--- config.mk ---
export PLATFORM = sky130hd
export DESIGN_NAME = mac_pipe
export DESIGN_NICKNAME = d
export VERILOG_FILES = /design/src/rtl/mac_pkg.sv /design/src/rtl/mac_half_mult.sv /design/src/rtl/mac_pipe.sv
export SDC_FILE = /design/constraint.sdc
export NUM_CORES = 1
export LEC_CHECK = 0
export ABC_AREA = 0
export CORE_UTILIZATION = 60
export CTS_BUF_LIST = sky130_fd_sc_hd__clkbuf_8
export CTS_CLUSTER_DIAMETER = 30
export DETAILED_ROUTE_END_ITERATION = 10
export HOLD_SLACK_MARGIN = 0.03
export PLACE_DENSITY = 0.79
export SYNTH_ARGS = -nofsm -noshare
export SYNTH_HDL_FRONTEND = slang
export SYNTH_HIERARCHICAL = 1
export SYNTH_SLANG_ARGS = --single-unit
--- constraint.sdc ---
create_clock -name clk -period 4.6 [get_ports clk]
set_input_delay 0.92 -clock clk [delete_from_list [all_inputs] [get_ports clk]]
set_output_delay 0.92 -clock clk [all_outputs]
set_load 0.02 [all_outputs]
--- src/rtl/mac_pkg.sv ---
// Shared constants and the S2 partial-product bundle for the mac_pipe datapath.
package mac_pkg;
  localparam int MAC_WIDTH_DEF     = 16;
  localparam int MAC_ACC_WIDTH_DEF = 40;
  localparam int MAC_CNT_WIDTH_DEF = 8;

  // Product slot width inside the bundle; covers WIDTH up to 32 (products are WIDTH bits).
  localparam int MAC_PP_W = 32;

  typedef struct packed {
    logic [3:0][MAC_PP_W-1:0] pp;   // aL*bL, aH*bL, aL*bH, aH*bH
    logic                     last;
    logic                     vld;
  } mac_pp_t;
endpackage

--- src/rtl/mac_half_mult.sv ---
// Combinational HW x HW unsigned multiplier; one lane of the S2 partial-product array.
module mac_half_mult #(
  parameter int HW = 8
) (
  input  logic [HW-1:0]   a_i,
  input  logic [HW-1:0]   b_i,
  output logic [2*HW-1:0] p_o
);
  assign p_o = (2*HW)'(a_i) * (2*HW)'(b_i);
endmodule

--- src/rtl/mac_pipe.sv ---
// Pipelined unsigned split-multiplier MAC with valid/ready streaming and packet accumulation.
// Optional clamp-on-overflow accumulation enabled by defining MAC_SATURATE_EN.
module mac_pipe
  import mac_pkg::*;
#(
  parameter int WIDTH     = MAC_WIDTH_DEF,
  parameter int ACC_WIDTH = MAC_ACC_WIDTH_DEF,
  parameter int CNT_WIDTH = MAC_CNT_WIDTH_DEF
) (
  input  logic                 clk,
  input  logic                 rst,
  input  logic                 in_valid,
  output logic                 in_ready,
  input  logic [WIDTH-1:0]     in_a,
  input  logic [WIDTH-1:0]     in_b,
  input  logic                 in_last,
  output logic                 out_valid,
  input  logic                 out_ready,
  output logic [ACC_WIDTH-1:0] out_acc,
  output logic [CNT_WIDTH-1:0] out_count,
  output logic                 out_ovf
);
  localparam int H = WIDTH / 2;

  logic stall;
  logic in_fire;

  assign stall    = out_valid && !out_ready;
  assign in_ready = !stall;
  assign in_fire  = in_valid && in_ready;

  // S1: operand capture
  logic [WIDTH-1:0] a_q, b_q;
  logic             last1_q, v1_q;

  // S2: four half-width products
  logic [3:0][H-1:0]   ma, mb;
  logic [3:0][2*H-1:0] mp;
  mac_pp_t             s2_d, s2_q;

  for (genvar gi = 0; gi < 4; gi++) begin : g_pp
    assign ma[gi] = (gi % 2 == 1) ? a_q[WIDTH-1:H] : a_q[H-1:0];
    assign mb[gi] = (gi / 2 == 1) ? b_q[WIDTH-1:H] : b_q[H-1:0];
    mac_half_mult #(.HW(H)) u_mul (
      .a_i (ma[gi]),
      .b_i (mb[gi]),
      .p_o (mp[gi])
    );
  end

  always_comb begin
    s2_d      = '0;
    s2_d.last = last1_q;
    s2_d.vld  = v1_q;
    for (int i = 0; i < 4; i++) s2_d.pp[i] = MAC_PP_W'(mp[i]);
  end

  // S3: recombine products into the full-width beat sum
  logic [ACC_WIDTH-1:0] sum_d, sum_q;
  logic                 last3_q, v3_q;

  assign sum_d = ACC_WIDTH'(s2_q.pp[0])
               + ((ACC_WIDTH'(s2_q.pp[1]) + ACC_WIDTH'(s2_q.pp[2])) << H)
               + (ACC_WIDTH'(s2_q.pp[3]) << (2*H));

  always_ff @(posedge clk) begin
    if (rst) begin
      v1_q    <= 1'b0;
      a_q     <= '0;
      b_q     <= '0;
      last1_q <= 1'b0;
      s2_q    <= '0;
      v3_q    <= 1'b0;
      sum_q   <= '0;
      last3_q <= 1'b0;
    end else if (!stall) begin
      v1_q    <= in_fire;
      a_q     <= in_a;
      b_q     <= in_b;
      last1_q <= in_last;
      s2_q    <= s2_d;
      v3_q    <= s2_q.vld;
      sum_q   <= sum_d;
      last3_q <= s2_q.last;
    end
  end

  // Accumulate stage
  logic [ACC_WIDTH-1:0] acc_q, acc_d, acc_nx;
  logic [CNT_WIDTH-1:0] cnt_q, cnt_d, cnt_nx;
  logic                 ovf_q, ovf_d, ovf_nx;
  logic                 carry;
  logic                 out_vld_q, out_vld_d;
  logic [ACC_WIDTH-1:0] out_acc_q, out_acc_d;
  logic [CNT_WIDTH-1:0] out_cnt_q, out_cnt_d;
  logic                 out_ovf_q, out_ovf_d;

`ifdef MAC_SATURATE_EN
  logic [ACC_WIDTH:0] tot;
  assign tot    = {1'b0, acc_q} + {1'b0, sum_q};
  assign carry  = tot[ACC_WIDTH];
  // Once the packet has overflowed it stays pinned at all ones.
  assign acc_nx = ovf_nx ? '1 : tot[ACC_WIDTH-1:0];
`else
  assign carry  = 1'b0;
  assign acc_nx = acc_q + sum_q;
`endif

  assign ovf_nx = ovf_q | carry;
  assign cnt_nx = cnt_q + CNT_WIDTH'(1);

  always_comb begin
    acc_d     = acc_q;
    cnt_d     = cnt_q;
    ovf_d     = ovf_q;
    out_vld_d = out_vld_q;
    out_acc_d = out_acc_q;
    out_cnt_d = out_cnt_q;
    out_ovf_d = out_ovf_q;
    if (!stall) begin
      out_vld_d = 1'b0;
      if (v3_q) begin
        if (last3_q) begin
          out_vld_d = 1'b1;
          out_acc_d = acc_nx;
          out_cnt_d = cnt_nx;
          out_ovf_d = ovf_nx;
          acc_d     = '0;
          cnt_d     = '0;
          ovf_d     = 1'b0;
        end else begin
          acc_d = acc_nx;
          cnt_d = cnt_nx;
          ovf_d = ovf_nx;
        end
      end
    end
  end

  always_ff @(posedge clk) begin
    if (rst) begin
      acc_q     <= '0;
      cnt_q     <= '0;
      ovf_q     <= 1'b0;
      out_vld_q <= 1'b0;
      out_acc_q <= '0;
      out_cnt_q <= '0;
      out_ovf_q <= 1'b0;
    end else begin
      acc_q     <= acc_d;
      cnt_q     <= cnt_d;
      ovf_q     <= ovf_d;
      out_vld_q <= out_vld_d;
      out_acc_q <= out_acc_d;
      out_cnt_q <= out_cnt_d;
      out_ovf_q <= out_ovf_d;
    end
  end

  assign out_valid = out_vld_q;
  assign out_acc   = out_acc_q;
  assign out_count = out_cnt_q;
  assign out_ovf   = out_ovf_q;
endmodule

==> Yosys cells after proc, flatten, opt, wreduce, memory -nomap -nowiden <==
Index checks and enable logic that the tools add are counted.
{ "word_totals": {"wordCells": 38, "register_bits": 239} }
{ "classes": {"multipliers": 4, "mux": 4, "n_addsub": 5, "reduce_logical": 6, "bitwise": 1} }
{ "op_table": {"columns": ["cell", "count"], "rows": [
  ["$mul 8x8->16", 4],
  ["$add 40x40->40", 1],
  ["$mux 40", 1],
  ["$add 26x32->33", 1],
  ["$add 16x25->26", 1],
  ["$add 16x16->17", 1],
  ["$add 8x1->8 const B", 1],
  ["$mux 8", 1],
  ["$reduce_and 3->1", 1],
  ["$logic_and 1x1->1", 2],
  ["$logic_not 1->1", 2],
  ["$mux 1", 2],
  ["$reduce_and 2->1", 1],
  ["$not 1->1", 1]
]} }

==> Depth between registers and ports, before layout <==
{ "logic_depth": {"depth_word": 4, "mapped_depth": 20, "depth_no_buf": 20} }

==> By module <==
The synthesis kept the hierarchy.
{ "modules_own_cells": {"columns": ["mod", "cells_each", "seq_area_each_um2", "n_inst", "area_each_um2"], "rows": [
  ["mac_pipe", 1468, 4644.5, 1, 11443.5],
  ["mac_half_mult (g_pp[1].u_mul)", 244, 0.0, 1, 2153.3],
  ["mac_half_mult (g_pp[2].u_mul)", 243, 0.0, 1, 2122.0],
  ["mac_half_mult (g_pp[0].u_mul)", 243, 0.0, 1, 2114.5],
  ["mac_half_mult (g_pp[3].u_mul)", 243, 0.0, 1, 2113.3]
]} }

==> Least setup slack after synthesis <==
No wires, ideal clock.
{ "synth_timing": {"path_type": "register -> register", "from": "register b_q[7]", "to": "register s2_q[49] (netlist bit)", "path_buffers": 0, "path_slack_ns": 0.397, "t_required_ns": 4.530, "stages_incl_launch_ff": 17, "period_less_slack_ns": 4.203, "setup_time_ns": 0.070, "arrival_time_ns": 4.133, "path_cell_list": "dfxtp_1 > nand2_1 > fa_1 > fa_1 > inv_1 > fa_1 > inv_1 > fa_1 > inv_1 > ha_1 > o211ai_2 > a21oi_2 > o41ai_4 > o21ai_2 > a211oi_2 > nand2_1 > a21oi_1"} }
{ "synth_lines": {"columns": ["item", "line_no", "source"], "rows": [
  ["start: declaration", "mac_pipe.sv:33", "logic [WIDTH-1:0] a_q, b_q;"],
  ["start signal: assignment", "mac_pipe.sv:79", "b_q <= in_b;"],
  ["end signal: assignment", "mac_pipe.sv:72", "s2_q <= '0;"],
  ["end signal: assignment", "mac_pipe.sv:81", "s2_q <= s2_d;"],
  ["end: declaration", "mac_pipe.sv:39", "mac_pp_t s2_d, s2_q;"]
]} }

==> impl_metrics.yaml <==
route:
  drt-pass1-iter-count: 6
  wire_per_inst_um: 16.6
  detail-route-antenna-nets: 0
  vias: 17300
  first_iter_violations: 1147
  wl_mm: 50.3
  route.detailed.drc: 0
  via_per_inst: 5.70
synth:
  synth-edff-count: 0
  yosys.area.top_type_share_pct: 23.3
  synth_nets: 2838
  synth_ff_type: "dfxtp_1"
  ys_top_cells_by_area: "dfxtp_1 (23%), fa_1 (15%), ha_1 (13%)"
  synthArstFlopShare_pct: 0
  synth.distinct_cells: 78
  synth_cells: 2441
  synth_top_area_cell: "dfxtp_1"
  avgSynthCellArea_sq_um: 8.17
  yosys_warnings: 6
  ys_seq_area_share_pct: 23.3
  syn-cell-area_sq_um: 19900
  ys_ff_latch: 232
cts:
  ctsHoldBuffers: 0
  cts_tree: "yes"
  cts_sinks: 232
  path_clk_slew_ns: 0.06
  worstSkewPairLatency_ns: 0.66
  root_buffer: "clkbuf_8"
  cts_setup_buffers: 0
  cts_max_level: 2
  cts_max_path_buffers: 3
  cts_buffers: 57
placed_design:
  hpwl_mm: 36.3
  io_buffers: 86
  dp_slack_ns: -0.0556
  routabilityCongestion: 0.914
critical_path:
  max_stage_delay_ns: 0.54
  cp_max_fo: 9
  critPathLaunch: "b_q[7]$_SDFFE_PP0N_"
  arrival_ns: 4.98
  crit_type: "flip-flop to flip-flop"
  crit_top_cell: "fa_1"
  r2r_start: "b_q[7]$_SDFFE_PP0N_"
  cp_slowest_cell: "fa_1"
  critPathTopFamily: "adder cells"
  path_buf_inv: 3
  crit_required_ns: 5.18
  crit_path_cell_trace: "buf_4 -> and2_1 -> fa_1 -> fa_1 -> fa_1 -> inv_1 -> fa_1 -> inv_1 -> ha_1 -> a211o_1 -> o22a_1 -> and3_1 -> a211oi_2 -> nand2_1 -> a21oi_1"
  end_kind: "flip-flop"
  critPathLaunchType: "flip-flop"
hold_path:
  min_path_type: "flip-flop to flip-flop"
  hold_start: "v1_q$_SDFFE_PP0N_"
timing:
  final.setup.tns_ns: 0
  skew_ns: 0.0295
  period_needed_ns: 4.41
  finalWorstSetupSlack_ns: 0.193
  slew-limit-headroom_pct: 33.0
  finalHoldViolCount: 0
  finalCritPeriodShare_pct: 95.8
  setup_viol: 0
  clock.fmax_mhz: 227
  slew_viol_final: 0
  worstMarginPinSlew_ns: 1.00
global_route:
  antenna_found_initial: 0
  grt_max_degree: 146
  track_usage_pct: 30.6
  overflow: 0
  grt_pass1_vias: 17300
  grt_pass1_wl_mm: 84.1
power_and_ir_drop:
  vdd.ir_drop.worst_mv: 0.301
  cellLeakagePower_nw: 10.9
  powerDensity_nw_per_um2: 290
final_layout:
  layout_common_cells: "nand2_1 (442), a21oi_1 (248), inv_1 (225)"
  drive_above_1_share_pct: 8.56
  antenna_cells: 0
  layout_commonest_cell: "nand2_1"
  syn_to_final_growth_pct: 15.3
  fin_nets: 2942
die:
  die_h_um: 184
  top_level_ports: 88
  start_util_pct: 61.2
  die_area_sq_um: 34000
  core_area_sq_um: 32600
  die_x_um: 184
  rows: 66
status:
  status: "complete, no violations"
job:
  maxCapViolCount: 0
## cells in the mapped netlist (15+ instances only)
master	instances
ha_1	213
xnor2_1	70
inv_1	223
a211oi_1	15
a21o_1	26
xor2_1	44
and3_1	27
a21oi_1	251
a31oi_1	15
nand2_1	443
a22oi_1	31
nor3_1	30
o21ai_0	61
clkbuf_1	71
dfxtp_1	232
fa_1	147
nor2_1	129
and2_1	192
o21a_1	18
nand3_1	30
## worst reg2reg max path: stages (launching register included)
cell and delay [ns]:
dfxtp_1 0.32, buf_4 0.16, and2_1 0.18, fa_1 0.51
fa_1 0.52, fa_1 0.54, inv_1 0.06, fa_1 0.54
inv_1 0.05, ha_1 0.39, a211o_1 0.32, o22a_1 0.17
and3_1 0.18, a211oi_2 0.16, nand2_1 0.07, a21oi_1 0.15
## per-stage QoR
step                      util, %  std cells  cell area [sq um]  power [mW]  hold WS [ns]
final                        70.5       3035              23000        6.67         0.449
after global routing         70.5       3035              23000        7.00         0.453
after CTS                    70.2       3035              22900        6.70         0.438
after detailed placement     65.7       2928              21400        3.51         0.446
after global placement       65.7       2928              21400        3.47         0.439
after floorplan                 -       2441              19900        3.17         0.432
## worst paths after layout
kind	endpoint	slack (ns)	cells past startpoint
setup / recovery	s2_q[17]$_SDFFE_PP0N_	0.19	15
hold / removal	s2_q[0]$_SDFFE_PP0N_	0.45	2
setup reg to reg	s2_q[17]$_SDFFE_PP0N_	0.19	15
hold reg to reg	s2_q[0]$_SDFFE_PP0N_	0.45	2
## report_power, final
group / total (mW) / switching [mW] / internal [mW]
combinational: 1.26 / 0.728 / 0.534
clock: 3.17 / 1.16 / 2.01
sequential: 2.24 / 0.127 / 2.12
total: 6.67 / 2.01 / 4.66
## final cells by class
cell class,count,area [sq um]
repair buffers,129,1230
well taps,442,553
fillers,2609,9630
multi-input cells,1902,14200
inverters,223,840
flip-flops and latches,232,4700
clock buffers,65,895
clock inverters,42,574
## cells by family (layout without fill, tap and decap cells)
logic type / Yosys count / after routing / synth area share [%]
buffers and inverters: 307 / 459 / 5.80
DFF: 232 / 232 / 23.3
and+or+nand+nor: 917 / 917 / 21.6
muxes: 1 / 1 / 0.0502
other: 1 / 1 / 0.0188
AOI/OAI and AO/OA: 509 / 509 / 16.1
adders and majority gates: 360 / 360 / 28.1
xor gates and xnor gates: 114 / 114 / 5.01
## state kept, by name, summed over array words and instances, names as in the netlist, 8 cells and up
register   count
s2_q          66
acc_q         40
out_acc       40
sum_q         33
a_q           16
b_q           16
cnt_q          8
out_count      8
## per-layer routing
| layer | part of all wire, % | track usage (%) |
|---|---|---|
| met3 | 5.4 | 4.39 |
| met2 | 48 | 52.2 |
| met5 | 0 | 0 |
| met4 | 3.3 | 12.8 |
| met1 | 43 | 38.6 |
## timing repair
| action | CTS | global route |
|---|---|---|
| cloned | 0 | 0 |
| pin swaps | 0 | 4 |
| endpoints found under the setup margin | 5 | 24 |
| endpoints found under the hold margin | 0 | 0 |
| resized for setup | 9 | 31 |
No activity file was read; power rests on OpenSTA's default activity.
==> patch 1: new RTL, same settings <==
Reset style: asynchronous (`rst`), changed in 2 clocked blocks.
--- a/src/rtl/mac_pipe.sv
+++ b/src/rtl/mac_pipe.sv
@@ -63,7 +63,7 @@
                + ((ACC_WIDTH'(s2_q.pp[1]) + ACC_WIDTH'(s2_q.pp[2])) << H)
                + (ACC_WIDTH'(s2_q.pp[3]) << (2*H));
 
-  always_ff @(posedge clk) begin
+  always_ff @(posedge clk or posedge rst) begin
     if (rst) begin
       v1_q    <= 1'b0;
       a_q     <= '0;
@@ -137,7 +137,7 @@
     end
   end
 
-  always_ff @(posedge clk) begin
+  always_ff @(posedge clk or posedge rst) begin
     if (rst) begin
       acc_q     <= '0;
       cnt_q     <= '0;
Function: changed (Yosys sat finds a counterexample within 10 cycles, from zero or initial values and one cycle with rst high; the reset may be asserted at any time).
==> patch 1 against the original RTL <==
Synthesized area increased by 3.8%; via count shrank 3.9%; first-iteration DRC count shrank 9.7%; sequential cell count unchanged; die area increased by 3.8%; non-clock buffer count is 32 higher; setup slack got worse by 0.066 ns; cell area up 3.6%; maximum frequency shrank 1.5%; wire length fell by 2.5%; core utilization hardly changed; critical path type unchanged; largest cell class unchanged; highest routed layer unchanged.
Power is not shown: default switching activity piles up to over one toggle a cycle in this logic, so the estimate is an artifact.
==> patch 1: results (changes against the original RTL) <==
| Metric | Value |
|---|---|
| Synth Area in Compound Gates | 13.3% (-2.9 points) |
| H-tree depth reported by CTS | 2 (unchanged) |
| Routed len/inst | 16.6 um (+0.18%) |
| Adder and majority gate portion of the synthesized area | 27.1% (-1.0 points) |
| Global-route wire length before repair | 81.9 mm (-2.6%) |
| XOR/XNOR share of the synthesized area | 4.74% (-0.27 points) |
| Detailed placement HPWL | 35.1 mm (-3.2%) |
| Cts bufs inserted | 53 (-7.0%) |
| Number of input and output port buffers inserted | 86 (unchanged) |
| Number of detailed-route iterations in the first pass | 5 (-1) |
| Cells taking the most area after synthesis | sky130_fd_sc_hd__dfrtp_1, sky130_fd_sc_hd__fa_1, sky130_fd_sc_hd__ha_1, sky130_fd_sc_hd__nand2_1, sky130_fd_sc_hd__and2_1 |
| Share of synthesized area spent on multiplexers | 1.46% (+1.4 points) |
| Maximum number of pins on one net before global-route repair | 127 (-13%) |
| Clock input transition at the sequential cells of the worst setup and hold paths | 0.06 ns (about the same) |
| Fraction of final layout cells with drive strength greater than 1 | 10.7% (+2.1 points) |
| Worst setup skew after layout | 0.0354 ns (+0.00591 ns) |
| Overall track demand over capacity in global routing | 28.5% (-2.1 points) |
| Post-synth top cells | sky130_fd_sc_hd__nand2_1, sky130_fd_sc_hd__dfrtp_1, sky130_fd_sc_hd__inv_1 |
| Status | finished, final reports clean |
| Crit path arrival time | 5.03 ns (+0.05 ns) |
| Max FFs per register | 66 (unchanged) |
| Sequential-to-total area share from yosys stat | 28.0% (+4.8 points) |
| Post-Synthesis Net Count | 2710 (-4.5%) |
| First DRT Iteration DRCs | 1036 (-9.7%) |
| Vias post-DR | 16600 (-3.9%) |
| RePlAce Congestion | 0.889 (-2.7%) |
| Number of filler cells placed in the layout | 2541 (-2.6%) |
| Slew at the pin closest to its max-slew limit | 0.965 ns (-0.0391 ns) |
| CTS Root Cell | sky130_fd_sc_hd__clkbuf_8 |
| Register bank with the most flops | s2_q |
| Worst hold-check path type | flop to flop |
| Distinct cell type count of the synthesized netlist | 77 (-1.3%) |
| Initial antenna violation count | 0 (unchanged) |
| Final net count | 2862 (-2.7%) |
| Crit Path Max Fanout | 10 (+1) |
| Cell type of the slowest stage on the worst timing path | sky130_fd_sc_hd__fa_1 |
| Clock latency reported for the late side of the worst-skew pair | 0.64 ns (-0.02 ns) |
| Top Family by Delay on Critical Path | adder cells |
| Largest buffer count on any clock path | 3 (unchanged) |
| Share of flip-flops with an asynchronous set or reset after synthesis | 100% (+100 points) |
| Max incr delay on CP | around 0.53 ns |
| Warning count from the yosys run | 6 (unchanged) |
| Leading register cell type out of synthesis | sky130_fd_sc_hd__dfrtp_1 |
| Final antenna diode count | 0 (unchanged) |
-- patch 1: cell count changes after synthesis, sizes merged, moves of 13 or more --
cell    delta
o31ai     +13
a21oi    -172
nor2      -54
a22oi     -29
a22o      +23
nand2     +73
o21ai     +41
dfxtp    -232
dfrtp    +232
clkbuf    -17
mux2      +25
-- patch 1: metal layers --
| metal | vias up | part of all wire (%) | global-route usage [%] |
|---|---|---|---|
| li1 | 7976 | - | - |
| met1 | 8041 | 42 | 35.6 |
| met2 | 484 | 49 | 49.1 |
| met3 | 114 | 5.5 | 5.02 |
| met4 | 0 | 3.5 | 10.7 |
| met5 | - | 0 | 0 |
-- patch 1: layout make-up --
cell class / instances / share of cell area (%)
clock buffer: 66 / 3.81
clock inverter: 30 / 1.38
inverter: 220 / 3.49
multi-input combinational: 1797 / 58.3
sequential: 232 / 24.5
tap: 448 / 2.35
timing repair buffer: 161 / 6.12
-- patch 1: path summary, 6_finish.rpt --
check                             start         end  slack [ns]  cells past startpoint
max in group asynchronous           rst     a_q[14]        3.16                      3
worst max-delay path             b_q[4]    s2_q[17]        0.13                     17
worst max register to register   b_q[4]    s2_q[17]        0.13                     17
min in group asynchronous           rst  out_acc[1]        0.83                      3
worst min-delay path            s2_q[9]    sum_q[7]        0.44                      2
worst min register to register  s2_q[9]    sum_q[7]        0.44                      2
-- patch 1: kinds of logic after synthesis --
group | count (synthesis)
XOR/XNOR | 112
flip-flops | 232
AND/OR/NAND/NOR | 903
buffers and inverters | 284
AO/OA/AOI/OAI | 394
other | 1
adder cells (fa/ha/maj) | 360
multiplexers | 27
-- patch 1: per-stage QoR --
step | util [%] | cells | setup slack, ns | TNS (ns) | instance area (um^2)
after floorplan | - | 2313 | 0.426 | 0 | 20700
after global placement | 65.8 | 2823 | 0.0903 | 0 | 22200
after detailed placement | 65.8 | 2823 | -0.0849 | -0.170 | 22200
after CTS | 69.5 | 2919 | 0.0125 | 0 | 23500
after global routing | 70.5 | 2954 | -0.0128 | -0.0240 | 23800
final | 70.5 | 2954 | 0.127 | 0 | 23800
-- patch 1: repair_timing --
item | CTS | global route
gates resized for setup | 2 | 38
pin swaps | 0 | 3
buffers inserted | 0 | 35
endpoints found under the setup margin | 3 | 36
gates cloned | 0 | 0
==> patch 2: new RTL, same flow settings <==
Without the edit above. Set the package constant `MAC_ACC_WIDTH_DEF` to 80 (it was 40).
--- a/src/rtl/mac_pkg.sv
+++ b/src/rtl/mac_pkg.sv
@@ -1,7 +1,7 @@
 // Shared constants and the S2 partial-product bundle for the mac_pipe datapath.
 package mac_pkg;
   localparam int MAC_WIDTH_DEF     = 16;
-  localparam int MAC_ACC_WIDTH_DEF = 40;
+  localparam int MAC_ACC_WIDTH_DEF = 80;
   localparam int MAC_CNT_WIDTH_DEF = 8;
 
   // Product slot width inside the bundle; covers WIDTH up to 32 (products are WIDTH bits).
Ports: changed (resized out_acc); port bits go from 88 to 128. No check against the original RTL was run, so the function may have changed too.
==> patch 2 against the original RTL <==
Power rose by 25%; synthesized area is 25% higher; cell area up 25%; cell count rose by 25%; setup slack worse by 0.053 ns; clock skew up 0.016 ns; wire length is 46% higher; sequential cell count rose by 80; largest power group unchanged; highest routed layer unchanged.
==> patch 2: results (changes against the original RTL) <==
| Metric | Value |
|---|---|
| Status | finished, final reports clean |
| Maximum number of pins on one net before global-route repair | 184 (+26%) |
| Max transition margin | 28.6% (-4.5 points) |
| Final antenna diode count | 0 (unchanged) |
| Final net count | 3613 (+23%) |
| Max incr delay on CP | 0.58 ns (+0.04 ns) |
| Clock input transition at the sequential cells of the worst setup and hold paths | ~0.050 ns |
| Via count of the first global-routing pass | 22400 (+29%) |
| Total global routing overflow | 0 (unchanged) |
| Overall track demand over capacity in global routing | 34.7% (+4.1 points) |
| H-tree depth reported by CTS | 3 (+1) |
| Setup fix buffers added after clock tree synthesis | 0 (unchanged) |
| Post-Synthesis Net Count | 3478 (+23%) |
| Dpl ws | 0.0542 ns (+0.110 ns) |
| Post-synth top cells | sky130_fd_sc_hd__nand2_1, sky130_fd_sc_hd__dfxtp_1, sky130_fd_sc_hd__a21oi_1 |
| Vias post-DR | 23000 (+33%) |
| XOR/XNOR share of the synthesized area | 5.01% (+0.0081 points) |
| DR vias/cell | 6.05 (+6.1%) |
| Cts bufs inserted | 78 (+37%) |
| First DRT Iteration DRCs | 2013 (+76%) |
| Leakage component of the power | 12.7 nW (+17%) |
| Crit path arrival time | 5.02 ns (+0.04 ns) |
| Worst setup skew after layout | 0.0458 ns (+0.0163 ns) |
| Number of gates resized after cts | 0 (-9) |
| Routed len/inst | 19.3 um (+17%) |
| Synthesized area per cell | 8.11 um^2 (-0.78%) |
| Cells taking the most area after synthesis | sky130_fd_sc_hd__dfxtp_1, sky130_fd_sc_hd__fa_1, sky130_fd_sc_hd__ha_1, sky130_fd_sc_hd__nand2_1, sky130_fd_sc_hd__a21oi_1 |
| Global-route wire length before repair | 117 mm (+39%) |
| Distinct cell type count of the synthesized netlist | 91 (+17%) |
| Number of placed cells counting well taps | 3668 (+25%) |
| Initial antenna violation count | 0 (unchanged) |
| Share of synthesized area spent on multiplexers | 0.446% (+0.40 points) |
| Share of flip-flops with an asynchronous set or reset after synthesis | 0% (unchanged) |
| Sw power | 2.44 mW (+21%) |
| Adder and majority gate portion of the synthesized area | 22.4% (-5.7 points) |
| Synth Area in Compound Gates | 18.2% (+2.1 points) |
| IR Drop Worst-Case VDD | 393 uV (+31%) |
| Warning count from the yosys run | 6 (unchanged) |
| RePlAce Congestion | 0.985 (+7.8%) |
| Sequential-to-total area share from yosys stat | 25.0% (+1.7 points) |
| Number of nets with antenna violations after detailed routing | 0 (unchanged) |
| Worst hold-check path type | flop to flop |
| Number of input and output port buffers inserted | 126 (+47%) |
| Highest clock rate | 0.224 GHz (-1.2%) |
| Detailed placement HPWL | 53.1 mm (+46%) |
| Crit Path Max Fanout | 11 (+2) |
| Post-place instance area | 0.0270 mm^2 (+26%) |
| Number of detailed-route iterations in the first pass | 5 (-1) |
| Fraction of final layout cells with drive strength greater than 1 | 9.51% (+0.95 points) |
| Main combinational cell family by area after synthesis | simple AND/OR/NAND/NOR gates |
==> patch 2: power by group through the flow <==
stage / Sequential, mW / Clock [mW] / Combinational, mW
detailed placement: 2.99 / 0 / 1.41
floorplan: 2.95 / 0 / 0.977
finish: 2.94 / 3.92 / 1.46
global placement: 2.99 / 0 / 1.39
CTS: 2.94 / 3.97 / 1.43
global route: 2.95 / 4.09 / 1.61
==> patch 2: worst min-delay path: cells and delay by family (launching register included) <==
| kind | cells | cell delay, ns |
|---|---|---|
| flip-flops | 1 | 0.30 |
| AO/OA/AOI/OAI | 1 | 0.05 |
| AND/OR/NAND/NOR | 1 | 0.05 |
==> patch 2: final cells by class <==
class / instances / area [um^2]
sequential: 312 / 6270
timing repair buffer: 204 / 1910
fill: 3319 / 12100
tap: 532 / 666
clock buffer: 91 / 1250
clock inverter: 43 / 543
inverter: 236 / 888
multi-input combinational: 2384 / 17300
==> patch 2: cells by family after synthesis <==
group / after synthesis
compound gates: 710
mux: 11
other cells: 1
flops: 312
xor+xnor: 143
simple gates: 1159
buf+inv: 385
fa+ha+maj: 360
==> patch 2: final timing paths <==
check,end,cells after the start,from,slack [ns]
setup / recovery,s2_q[14],15,b_q[2],0.14
hold / removal,s2_q[0],2,v1_q,0.45
setup reg to reg,s2_q[14],15,b_q[2],0.14
hold reg to reg,s2_q[0],2,v1_q,0.45
==> patch 2: per-layer routing <==
| layer | GRT usage (%) | wire length [um] |
|---|---|---|
| met5 | 0 | 0 |
| met4 | 11.0 | 1800 |
| met3 | 6.83 | 5950 |
| met2 | 53.5 | 32800 |
| met1 | 48.7 | 32900 |
